$ cat src/rtl/alu_operand_issue.sv
// ID/EX issue register for the ALU: forwards rs/rt, detects load-use hazards, inserts bubbles.
// Optional macro WB_FWD_EN enables the MEM/WB forwarding path (default: EX/MEM only).
module alu_operand_issue #(
  parameter int              DATA_W = 32,
  parameter int              OP_W   = 8,
  parameter logic [OP_W-1:0] NOP_OP = 8'h00
) (
  input  logic              clk,
  input  logic              reset,
  input  logic              id_valid,
  input  logic [OP_W-1:0]   id_aluop,
  input  logic [4:0]        id_rs_addr,
  input  logic [4:0]        id_rt_addr,
  input  logic [DATA_W-1:0] id_rs_data,
  input  logic [DATA_W-1:0] id_rt_data,
  input  logic [DATA_W-1:0] id_imm,
  input  logic              id_use_imm,
  input  logic [4:0]        id_wr_addr,
  input  logic              id_is_load,
  input  logic              flush,
  input  logic              mem_fwd_en,
  input  logic [4:0]        mem_fwd_addr,
  input  logic [DATA_W-1:0] mem_fwd_data,
  input  logic              wb_fwd_en,
  input  logic [4:0]        wb_fwd_addr,
  input  logic [DATA_W-1:0] wb_fwd_data,
  output logic              stall,
  output logic              ex_valid,
  output logic [OP_W-1:0]   ex_aluop,
  output logic [DATA_W-1:0] ex_num1,
  output logic [DATA_W-1:0] ex_num2,
  output logic [4:0]        ex_wr_addr,
  output logic              ex_is_load
);

  logic [DATA_W-1:0] rs_fwd;
  logic [DATA_W-1:0] rt_fwd;
  logic              bubble;

  function automatic logic [DATA_W-1:0] resolve(
    input logic [4:0]        addr,
    input logic [DATA_W-1:0] rf_data,
    input logic              m_en,
    input logic [4:0]        m_addr,
    input logic [DATA_W-1:0] m_data,
    input logic              w_en,
    input logic [4:0]        w_addr,
    input logic [DATA_W-1:0] w_data
  );
    logic [DATA_W-1:0] r;
    r = rf_data;
    // $0 is hard-wired: never take a bypass for it. EX/MEM is younger, so it wins.
    if (addr != 5'd0) begin
      if (m_en && m_addr == addr)      r = m_data;
      else if (w_en && w_addr == addr) r = w_data;
    end
    return r;
  endfunction

`ifdef WB_FWD_EN
  always_comb begin
    rs_fwd = resolve(id_rs_addr, id_rs_data, mem_fwd_en, mem_fwd_addr, mem_fwd_data,
                     wb_fwd_en, wb_fwd_addr, wb_fwd_data);
    rt_fwd = resolve(id_rt_addr, id_rt_data, mem_fwd_en, mem_fwd_addr, mem_fwd_data,
                     wb_fwd_en, wb_fwd_addr, wb_fwd_data);
  end
`else
  // Without the WB path the register file is write-first, so WB data is already in id_*_data.
  logic unused_wb;
  assign unused_wb = ^{wb_fwd_en, wb_fwd_addr, wb_fwd_data};

  always_comb begin
    rs_fwd = resolve(id_rs_addr, id_rs_data, mem_fwd_en, mem_fwd_addr, mem_fwd_data,
                     1'b0, 5'd0, '0);
    rt_fwd = resolve(id_rt_addr, id_rt_data, mem_fwd_en, mem_fwd_addr, mem_fwd_data,
                     1'b0, 5'd0, '0);
  end
`endif

  // A load's data is not ready in EX, so a dependent instruction must wait one cycle.
  assign stall = id_valid & ex_valid & ex_is_load & (ex_wr_addr != 5'd0) &
                 ((ex_wr_addr == id_rs_addr) | (~id_use_imm & (ex_wr_addr == id_rt_addr)));

  assign bubble = flush | stall | ~id_valid;

  // NOTE: state registers use non-blocking assignments so all fields update together at the edge.
  always_ff @(posedge clk) begin
    if (reset || bubble) begin
      ex_valid   <= 1'b0;
      ex_aluop   <= NOP_OP;
      ex_num1    <= '0;
      ex_num2    <= '0;
      ex_wr_addr <= 5'd0;
      ex_is_load <= 1'b0;
    end else begin
      ex_valid   <= 1'b1;
      ex_aluop   <= id_aluop;
      ex_num1    <= rs_fwd;
      ex_num2    <= id_use_imm ? id_imm : rt_fwd;
      ex_wr_addr <= id_wr_addr;
      ex_is_load <= id_is_load;
    end
  end

endmodule
$ cat config.mk
export PLATFORM = sky130hd
export DESIGN_NAME = alu_operand_issue
export DESIGN_NICKNAME = d
export VERILOG_FILES = /design/src/rtl/alu_operand_issue.sv
export SDC_FILE = /design/constraint.sdc
export NUM_CORES = 1
export LEC_CHECK = 0
export CELL_PAD_IN_SITES_DETAIL_PLACEMENT = 1
export CELL_PAD_IN_SITES_GLOBAL_PLACEMENT = 1
export CORE_MARGIN = 1
export CORE_UTILIZATION = 25
export DETAILED_ROUTE_END_ITERATION = 10
export GPL_TIMING_DRIVEN = 0
export PLACE_DENSITY = 0.89
export SYNTH_ARGS = -nofsm -noshare
export SYNTH_HDL_FRONTEND = slang
export SYNTH_SLANG_ARGS = --single-unit
$ cat constraint.sdc
create_clock -name clk -period 4.7 [get_ports clk]
set_clock_uncertainty 0.1 [all_clocks]
set_input_delay 0.94 -clock clk [delete_from_list [all_inputs] [get_ports clk]]
set_output_delay 0.94 -clock clk [all_outputs]
set_load 0.005 [all_outputs]
==> impl_results.md <==
* CP required at 3.66 ns
* Setup bufs post-CTS at 0
* CTS H-tree depth at 3
* RSZ-0062 raised after global routing: no
* Routed WL at 16600 um
* Post-Syn Instances at a little over 400
* Final hold violation count at 0
* Die height at between 100 and 150 um
* Final setup violation count at 0
* Pwr dens at 277 nW/um2
* Overall routing resource usage at ~22%
* Critical Path Stages at 6
* Slew Limit Fails at 0
* Register area share after synthesis at 43.2%
* Vias per cell at 4.88
* CTS root buf: clkbuf_16
* Crit path setup slack, layout at ~0.89 ns
* Min-delay worst type: reg2reg
* Ys Warns at 0
* Hold WS at around 0.87 ns
* Post-synth EDFFs at 0
* GRT overflow at 0
* Vias in the first global route at between 4000 and 5000
* Die ar. at approximately 15000 um2
* FP Rows at 43
* Final antenna diode count at 0
* Max Cap Viol at 0
* # IOs at 281
* CTS tree: yes
* R2R cell count at 7
* Ys flop type: dfxtp_1
* Worst r2r src: ex_wr_addr[4]$_SDFF_PP0_
* Dpl hpwl at 13100 um
* Setup_tns at 0 ns
* Crit-path cells: clkdlybuf4s50_1 -> xnor2_1 -> nand4_1 -> o32a_1 -> nor2_1 -> clkdlybuf4s50_1
* Worst Setup SP: id_rt_addr[4]
* Syn_nets at 609
* Final GP Congestion at 0.871
* Fin crit share at 81.1%
* Core Util, Final at about 47%
* Async set-reset flop share out of synthesis at 0%
* Final std cells w/o fill at approximately 850
* LEAKAGE at 0.00236 uW
* TritonCTS Sinks at 79
* Hold-fix buffers, CTS at 0
* Worst path slowest cell: clkdlybuf4s50_1
* Max-Slew Margin vs Limit at about two fifths
* Inst Count DP at 830
* Reg2reg setup slack at 2.57 ns
* Core outline area at 14100 um2
* Outcome: finished, final reports clean
* Hold Startpoint: ex_is_load$_SDFF_PP0_
* Worst Path Arrival at about 2.8 ns
* 1st-iter DRT viols at ~220
* Cell area after synthesis at 3660 um2
* Share of layout cells above drive strength 1 at 5.26%
* Synth cell types at 33
* Fin crit period at 3.81 ns
* Area Growth Syn to Fin at 81.8%
* Max Clk Rate at ~260 MHz
* Initial antenna violation count at 0
* Crit. End Element: primary output
* DRT Pass-1 Iters at 4
* Horiz. Die Dim at 123 um
* CTS buffer count at 9
* Critical path buffers and inverters at 2
* Most frequent CP cell: clkdlybuf4s50_1
* DR vias at 4125
* CP top delay family: buffers and inverters
* DRC errors left at 0
* Worst slew pin tran at 0.869 ns
* Final #Nets at 862
* Clk_lat worst skew at 0.34 ns
* #FFs+latches synth at between 70 and 80
* Post-cts sizing count at 0
* Worst slack, placed at ~0.90 ns
* Clock Path Buffers at 2
* Initial core utilization at 26.0%
* Largest net degree at the start of global routing at 15
* Antenna viol nets, final at 0
* Mean cell area of the mapped netlist at 8.97 um2
* Crit Path Class: in2out
* Max stage delay on crit path at 0.56 ns
* Drt wl/cell at 19.6 um
* Clk slew on worst S/H paths at 0.07 ns
* CP max FO at 4
* Worst VDD drop at 0.000195 V
* First-pass GRT wire length at 24200 um
* Startpoint Class: input port
* Worst Hold Depth at 4
* PortBufs at 242
[worst reg2reg max path: stages, from the launching register on]
cell and delay, ns:
dfxtp_1 0.44, xnor2_1 0.15, nand4_1 0.11, o32a_1 0.37
o211ai_2 0.37, buf_4 0.28, buf_6 0.16, nor2_1 0.05
[stage by stage]
stage,power (uW),instance area [um2]
after floorplan,817,3660
after global placement,1030,6310
after detailed placement,1040,6310
after CTS,1860,6660
after global routing,1910,6660
final,1850,6660
[cells in the mapped netlist, types with 7 or more instances]
cell type / instances / area, um2
dfxtp_1: 79 / 1580
nand2_1: 29 / 109
inv_1: 15 / 56.3
mux2i_1: 32 / 320
buf_2: 10 / 50.1
a31oi_1: 32 / 200
nand4b_1: 32 / 280
xnor2_1: 11 / 96.3
clkbuf_1: 20 / 75.1
nor2_1: 49 / 184
xor2_1: 7 / 61.3
nor2b_1: 27 / 169
a22oi_1: 27 / 203
[power by group]
group	total [uW]	internal (uW)	switching [uW]	leakage (uW)
Sequential	696	689	7.38	0.000643
Clock	819	520	299	0.000158
Combinational	331	204	128	0.00156
[placed cells by master, fill, tap and decap left out, drive strengths merged, types with 2 or more instances in the layout]
master | Yosys | layout
clkdlybuf4s50 | 0 | 242
dfxtp | 79 | 79
nor2 | 50 | 50
mux2i | 32 | 32
nand4b | 32 | 32
a31oi | 32 | 32
clkbuf | 22 | 31
nand2 | 29 | 29
nor2b | 27 | 27
a22oi | 27 | 27
inv | 15 | 15
buf | 13 | 13
xnor2 | 11 | 11
xor2 | 7 | 7
nand3b | 5 | 5
nor3b | 5 | 5
a21oi | 5 | 5
clkinvlp | 0 | 3
bufinv | 0 | 3
nand4 | 2 | 2
nor4 | 2 | 2
nor3 | 2 | 2
and4 | 2 | 2
[logic make-up (layout without fill, tap and decap cells)]
kind of cell	Yosys count	in the layout	synth area share (%)
flip-flops	79	79	43.2
XOR/XNOR	18	18	4.31
AND/OR/NAND/NOR	160	160	24.6
buffers and inverters	50	308	6.08
AO/OA/AOI/OAI	69	69	13.1
multiplexers	32	32	8.75
[area by class of cell]
class                           count  area, um2
Timing Repair Buffer              242       2420
Inverter                           15       56.3
Clock inverter                      7        121
Sequential cell                    79       1580
Clock buffer                        9        225
Tap cell                          180        225
Buffer                             35        166
Fill cell                        1607       7440
Multi-Input combinational cell    279       1860
[metal layers]
layer | wire length, um | up-vias | GRT usage [%]
met5 | 0 | - | 0
met4 | 464 | 0 | 9.79
met3 | 1010 | 30 | 5.40
met2 | 8520 | 157 | 39.3
met1 | 6580 | 1985 | 23.8
li1 | - | 1953 | -
[worst paths after layout]
check,to
hold / removal,ex_is_load$_SDFF_PP0_
hold reg to reg,ex_is_load$_SDFF_PP0_
setup / recovery,stall
setup reg to reg,ex_wr_addr[1]$_SDFF_PP0_
[flip-flops by register name, indices dropped and copies added (netlist names)]
name,count
ex_num2,32
ex_valid,1
ex_num1,32
ex_wr_addr,5
ex_aluop,8
ex_is_load,1
Power figures use the tool's default switching activity.
